[src/rtl/processinho_core.sv]
// Processinho: a minimal accumulator CPU with handshaked instruction and data ports.
// Each instruction goes FETCH -> DECODE (-> MEM for memory operands) and back to FETCH.
module processinho_core #(
  parameter int DATA_W = 8,
  parameter int ADDR_W = 4
) (
  input  logic                clock,
  input  logic                reset,
  output logic                imem_req,
  output logic [ADDR_W-1:0]   imem_addr,
  input  logic [ADDR_W+3:0]   imem_rdata,
  input  logic                imem_ack,
  output logic                dmem_req,
  output logic                dmem_we,
  output logic [ADDR_W-1:0]   dmem_addr,
  output logic [DATA_W-1:0]   dmem_wdata,
  input  logic [DATA_W-1:0]   dmem_rdata,
  input  logic                dmem_ack,
  input  logic [DATA_W-1:0]   data_bus_in,
  output logic [DATA_W-1:0]   out_data,
  output logic                out_valid,
  output logic [DATA_W-1:0]   acc,
  output logic [ADDR_W-1:0]   pc,
  output logic [2:0]          state,
  output logic                halted
);

  typedef enum logic [2:0] {
    FETCH  = 3'd0,
    DECODE = 3'd1,
    MEM    = 3'd2,
    HALT   = 3'd3
  } state_t;

  localparam logic [3:0] OP_LDA = 4'h1;
  localparam logic [3:0] OP_STA = 4'h2;
  localparam logic [3:0] OP_ADD = 4'h3;
  localparam logic [3:0] OP_SUB = 4'h4;
  localparam logic [3:0] OP_AND = 4'h5;
  localparam logic [3:0] OP_OR  = 4'h6;
  localparam logic [3:0] OP_XOR = 4'h7;
  localparam logic [3:0] OP_LDI = 4'h8;
  localparam logic [3:0] OP_JMP = 4'h9;
  localparam logic [3:0] OP_JZ  = 4'hA;
  localparam logic [3:0] OP_JC  = 4'hB;
  localparam logic [3:0] OP_IN  = 4'hC;
  localparam logic [3:0] OP_OUT = 4'hD;
  localparam logic [3:0] OP_NOT = 4'hE;
  localparam logic [3:0] OP_HLT = 4'hF;

  state_t              state_reg, state_next;
  logic [ADDR_W-1:0]   pc_reg, pc_next;
  logic [ADDR_W+3:0]   ir_reg, ir_next;
  logic [DATA_W-1:0]   acc_reg, acc_next;
  logic                acc_load;
  logic                z_reg;
  logic                c_reg, c_next;
  logic [DATA_W-1:0]   out_data_reg, out_data_next;
  logic                out_valid_reg, out_valid_next;

  logic [3:0]          opcode;
  logic [ADDR_W-1:0]   operand;
  logic [DATA_W:0]     sum_ext;
  logic                is_mem_op;

  assign opcode    = ir_reg[ADDR_W+3:ADDR_W];
  assign operand   = ir_reg[ADDR_W-1:0];
  assign sum_ext   = {1'b0, acc_reg} + {1'b0, dmem_rdata};
  assign is_mem_op = (opcode != 4'h0) && !opcode[3];

  always_ff @(posedge clock or posedge reset) begin
    if (reset) state_reg <= FETCH;
    else       state_reg <= state_next;
  end

  always_comb begin
    state_next = FETCH;
    case (state_reg)
      FETCH:   state_next = imem_ack ? DECODE : FETCH;
      DECODE: begin
        if (opcode == OP_HLT)  state_next = HALT;
        else if (is_mem_op)    state_next = MEM;
        else                   state_next = FETCH;
      end
      MEM:     state_next = dmem_ack ? FETCH : MEM;
      HALT:    state_next = HALT;
      default: state_next = FETCH;
    endcase
  end

  always_comb begin
    pc_next        = pc_reg;
    ir_next        = ir_reg;
    acc_next       = acc_reg;
    acc_load       = 1'b0;
    c_next         = c_reg;
    out_data_next  = out_data_reg;
    out_valid_next = 1'b0;
    case (state_reg)
      FETCH: begin
        if (imem_ack) begin
          ir_next = imem_rdata;
          pc_next = pc_reg + ADDR_W'(1);
        end
      end
      DECODE: begin
        case (opcode)
          OP_LDI: begin acc_next = DATA_W'(operand); acc_load = 1'b1; end
          OP_JMP: pc_next = operand;
          OP_JZ:  if (z_reg) pc_next = operand;
          OP_JC:  if (c_reg) pc_next = operand;
          OP_IN:  begin acc_next = data_bus_in; acc_load = 1'b1; end
          OP_OUT: begin out_data_next = acc_reg; out_valid_next = 1'b1; end
          OP_NOT: begin acc_next = ~acc_reg; acc_load = 1'b1; end
          default: ;
        endcase
      end
      MEM: begin
        // STA needs no datapath update: the write completes on the memory side at ack.
        if (dmem_ack) begin
          case (opcode)
            OP_LDA: begin acc_next = dmem_rdata; acc_load = 1'b1; end
            OP_ADD: begin {c_next, acc_next} = sum_ext; acc_load = 1'b1; end
            OP_SUB: begin
              acc_next = acc_reg - dmem_rdata;
              c_next   = acc_reg < dmem_rdata;
              acc_load = 1'b1;
            end
            OP_AND: begin acc_next = acc_reg & dmem_rdata; acc_load = 1'b1; end
            OP_OR:  begin acc_next = acc_reg | dmem_rdata; acc_load = 1'b1; end
            OP_XOR: begin acc_next = acc_reg ^ dmem_rdata; acc_load = 1'b1; end
            default: ;
          endcase
        end
      end
      default: ;
    endcase
  end

  always_ff @(posedge clock or posedge reset) begin
    if (reset) begin
      pc_reg        <= '0;
      ir_reg        <= '0;
      acc_reg       <= '0;
      z_reg         <= 1'b0;
      c_reg         <= 1'b0;
      out_data_reg  <= '0;
      out_valid_reg <= 1'b0;
    end else begin
      pc_reg        <= pc_next;
      ir_reg        <= ir_next;
      acc_reg       <= acc_next;
      c_reg         <= c_next;
      out_data_reg  <= out_data_next;
      out_valid_reg <= out_valid_next;
      if (acc_load) z_reg <= (acc_next == '0);
    end
  end

  // Requests are gated by reset so an in-flight access is dropped the moment reset rises.
  assign imem_req   = (state_reg == FETCH) && !reset;
  assign dmem_req   = (state_reg == MEM) && !reset;
  assign dmem_we    = dmem_req && (opcode == OP_STA);
  assign imem_addr  = pc_reg;
  assign dmem_addr  = operand;
  assign dmem_wdata = acc_reg;
  assign out_data   = out_data_reg;
  assign out_valid  = out_valid_reg;
  assign acc        = acc_reg;
  assign pc         = pc_reg;
  assign state      = state_reg;
  assign halted     = (state_reg == HALT);

endmodule

[config.mk]
export PLATFORM = sky130hd
export DESIGN_NAME = processinho_core
export DESIGN_NICKNAME = d
export VERILOG_FILES = /design/src/rtl/processinho_core.sv
export SDC_FILE = /design/constraint.sdc
export NUM_CORES = 1
export LEC_CHECK = 0
export CAP_MARGIN = 25
export CORE_UTILIZATION = 38
export DETAILED_ROUTE_END_ITERATION = 8
export PLACE_DENSITY = 0.65
export SLEW_MARGIN = 25
export SYNTH_ARGS = -nofsm -noshare
export SYNTH_HDL_FRONTEND = slang
export SYNTH_SLANG_ARGS = --single-unit
[constraint.sdc]
create_clock -name clock -period 5.95 [get_ports clock]
set_input_delay 0.595 -clock clock [delete_from_list [all_inputs] [get_ports clock]]
set_output_delay 0.595 -clock clock [all_outputs]
set_load 0.005 [all_outputs]
==> results.md <==
- Top post-synthesis cells by area: dfrtp_1 26%, ha_1 11%, mux2_2 5.6%
- Crit path capture: z_reg$_DFFE_PP0P_
- Clk network pwr share: 0.430
- Synth top area share: 0.258
- VDD IR max: between 0.00009 and 0.0001 V
- Clk sinks: 33
- Most frequent cell after synthesis: dfrtp_1
- Total CTS buffers: 5
- Die Width: approximately 94 um
- Crit path cell chain: nor2_1 > nor2_1 > nand2_1 > o31ai_1 > a21oi_1 > or4_1 > or4_1 > o31ai_1
- GRT Resource Usage Total: 0.222
- Actual slew at the worst max-slew pin: around 0.85 ns
- Final Cycle Share: 0.618
- PostCTS Resize Cnt: 0
- Layout net count: 478
- Most used flip-flop cell after synthesis: dfrtp_1
- Placer congestion estimate: around 0.93
- Core region area: around 8000 sq um
- Largest stage delay, worst path: roughly 0.83 ns
- Worst-path clk slew: around 0.08 ns
- Number of routed nets with antenna violations: 0
- Vias in the first global route: 2930
- H-tree Lvls: 2
- Combinational family with the most area after synthesis: compound AO/OA/AOI/OAI gates
- Worst setup margin: 2.27 ns
- Internal power: roughly 0.39 mW
- Startpoint types: flop
- Min-delay src: z_reg$_DFFE_PP0P_
- DR vias: slightly above 3000
- Initial DRC count: 234
- Die footprint: 8790 sq um
- Post-CTS Setup Inserts: 0
- Worst Path Required: between 6 and 7 ns
- Crit Reg-Reg Endpoint: z_reg$_DFFE_PP0P_
- Final hold viol count: 0
- Synth top cells by count: 33 x dfrtp_1, 29 x ha_1, 29 x inv_1
- Mux contribution to synthesized area: 0.0751
- Switching Power: ~0.12 mW
- Crit path launch: ir_reg[4]$_DFFE_PP0P_
- Routed wire per std cell: around 18 um
- Reg2Reg Depth: 8
- Die Y: 93.8 um
- Crit path capture type: flop
- Setup violators final: 0
- Cts-stage hold buffer count: 0
- EDFF count, synth: 0
- Max-slew headroom: 0.432
- Syn. warnings: 0
- Sequential share of the synthesized area: 0.258
- Status: complete, no violations
- Post-route DRC violation count: 0
- CTS tree: yes
- Clock Path Buffers: 2
- Tmin final: roughly 3.7 ns
- Net Sw Frac: 0.226
- Layout Skew: 0.0155 ns
- Mapped Cells: 377
- Kind of critical path: flop to flop
- Largest fanout on the critical path: 23
- Worst min-delay path class: flop to flop
- PD cells: between 100 and 150 nW/um^2
- Overall power: a little over 0.5 mW
- Post-synthesis average cell area: 8.49 sq um
- Hold Slack: 0.493 ns
- Unrepaired setup endpoints after global routing: false
- Syn Nets: ~440
- Synth area leader: dfrtp_1
- Setup_tns: 0 ns
- Logic gate share of total power: 0.127
- Seq pwr share: 0.443
- Row count: 33
- CTS root buf: clkbuf_8
- Dpl ws: 2.10 ns
- Starting Density: 0.391
- Largest net degree at the start of global routing: 34
- Mapped Area: between 3000 and 4000 sq um
- Initial antenna violation count: 0
- Fmax: between 0.2 and 0.3 GHz
- Port buffer count: 70
- Fraction of registers with async set/reset: 1.00
- Max cap viols: 0
- Later-pin clock latency in the skew report: about 0.29 ns
- Top-Level Pins: between 70 and 80
- Detailed Routing Iterations Pass 1: 4
- Adder-Cell Fraction of Synth Area: 0.126
- CP max stage cell: dfrtp_1
- First-pass GRT wire length: approximately 15000 um
- XOR/XNOR Fraction of Synth Area: 0.0164
- Routed WL: roughly 9500 um
- Slew Limit Fails: 0
- Area Overhead vs Synth: 23.1%
- Worst r2r src: ir_reg[4]$_DFFE_PP0P_
- DP HPWL: about 7000 um
- Arr. time, crit path: just under 4 ns
- Compound-Gate Fraction of Synth Area: 0.263
- Inserted Diodes: 0
- Layout cells sized above 1: 0.0833
- Synth Area in Simple Gates: 0.155
- Reg-to-reg setup timing slack: 2.27 ns
- Lkg Pwr: between 1.5 and 2 nW
- Vias/cell: 5.83
- Synth Register Bits: 33
- Netlist cell types: 60
- Total grt overflow: 0
## cells by family after synthesis
family | count (synthesis)
DFF | 33
other | 1
muxes | 22
xor gates and xnor gates | 6
AOI/OAI and AO/OA | 123
adders and majority gates | 31
and+or+nand+nor | 94
buffers and inverters | 67
## per-layer routing
metal	vias to the layer above	track usage	share of wire
met5	-	0	0
li1	1430	-	-
met4	0	0.0731	0.024
met3	20	0.0461	0.065
met1	1474	0.299	0.44
met2	138	0.353	0.47
## critical path, delay by kind of cell (launching register included)
kind	cells	cell delay, ns
AO/OA/AOI/OAI	3	0.65
flip-flops	1	0.83
AND/OR/NAND/NOR	5	2.11
## cell type report
class                      instances  area, sq um
clock buffer                       7         86.3
clock inverter                     1         30.0
fill                             804         4240
inverter                          30          113
multi-input combinational        277         2040
sequential                        33          827
tap                              105          131
timing repair buffer              72          716
## worst min path at each step
stage                        end  slack [ns]  cells past startpoint
3_5_place_dp   z_reg$_DFFE_PP0P_        0.47                      2
2_1_floorplan  z_reg$_DFFE_PP0P_        0.45                      2
5_1_grt        z_reg$_DFFE_PP0P_        0.54                      2
4_1_cts        z_reg$_DFFE_PP0P_        0.49                      2
3_3_place_gp   z_reg$_DFFE_PP0P_        0.47                      2
6_report       z_reg$_DFFE_PP0P_        0.49                      2
## stage by stage
stage	cells	util	cell area [sq um]
after global placement	517	0.468	3820
after floorplan	377	-	3200
after detailed placement	517	0.468	3820
final	525	0.482	3940
after global routing	525	0.482	3940
after CTS	525	0.482	3940
## power by group through the flow
stage / clock network [mW] / logic (mW) / registers [mW]
2_1_floorplan: 0 / 0.0348 / 0.230
3_3_place_gp: 0 / 0.0639 / 0.230
3_5_place_dp: 0 / 0.0647 / 0.230
4_1_cts: 0.222 / 0.0651 / 0.226
5_1_grt: 0.231 / 0.0719 / 0.226
6_report: 0.219 / 0.0650 / 0.226
## layout by cell type, fill, tap and decap left out, types with 4 or more instances in the layout
cell type / instances
clkbuf_8: 6
nor3_1: 7
a31oi_1: 9
inv_1: 29
o221ai_1: 7
nor2_1: 14
mux2_2: 16
and3_1: 4
o31ai_1: 4
ha_1: 29
a21o_1: 5
nor2b_1: 7
nand2b_1: 11
o21ai_0: 20
mux2i_1: 6
nand2_1: 28
o21bai_1: 4
a21oi_1: 28
dfrtp_1: 32
o22ai_1: 4
a211o_1: 4
o211ai_1: 4
nand3_1: 8
clkdlybuf4s50_1: 70
(Power assumes the default switching activity.)
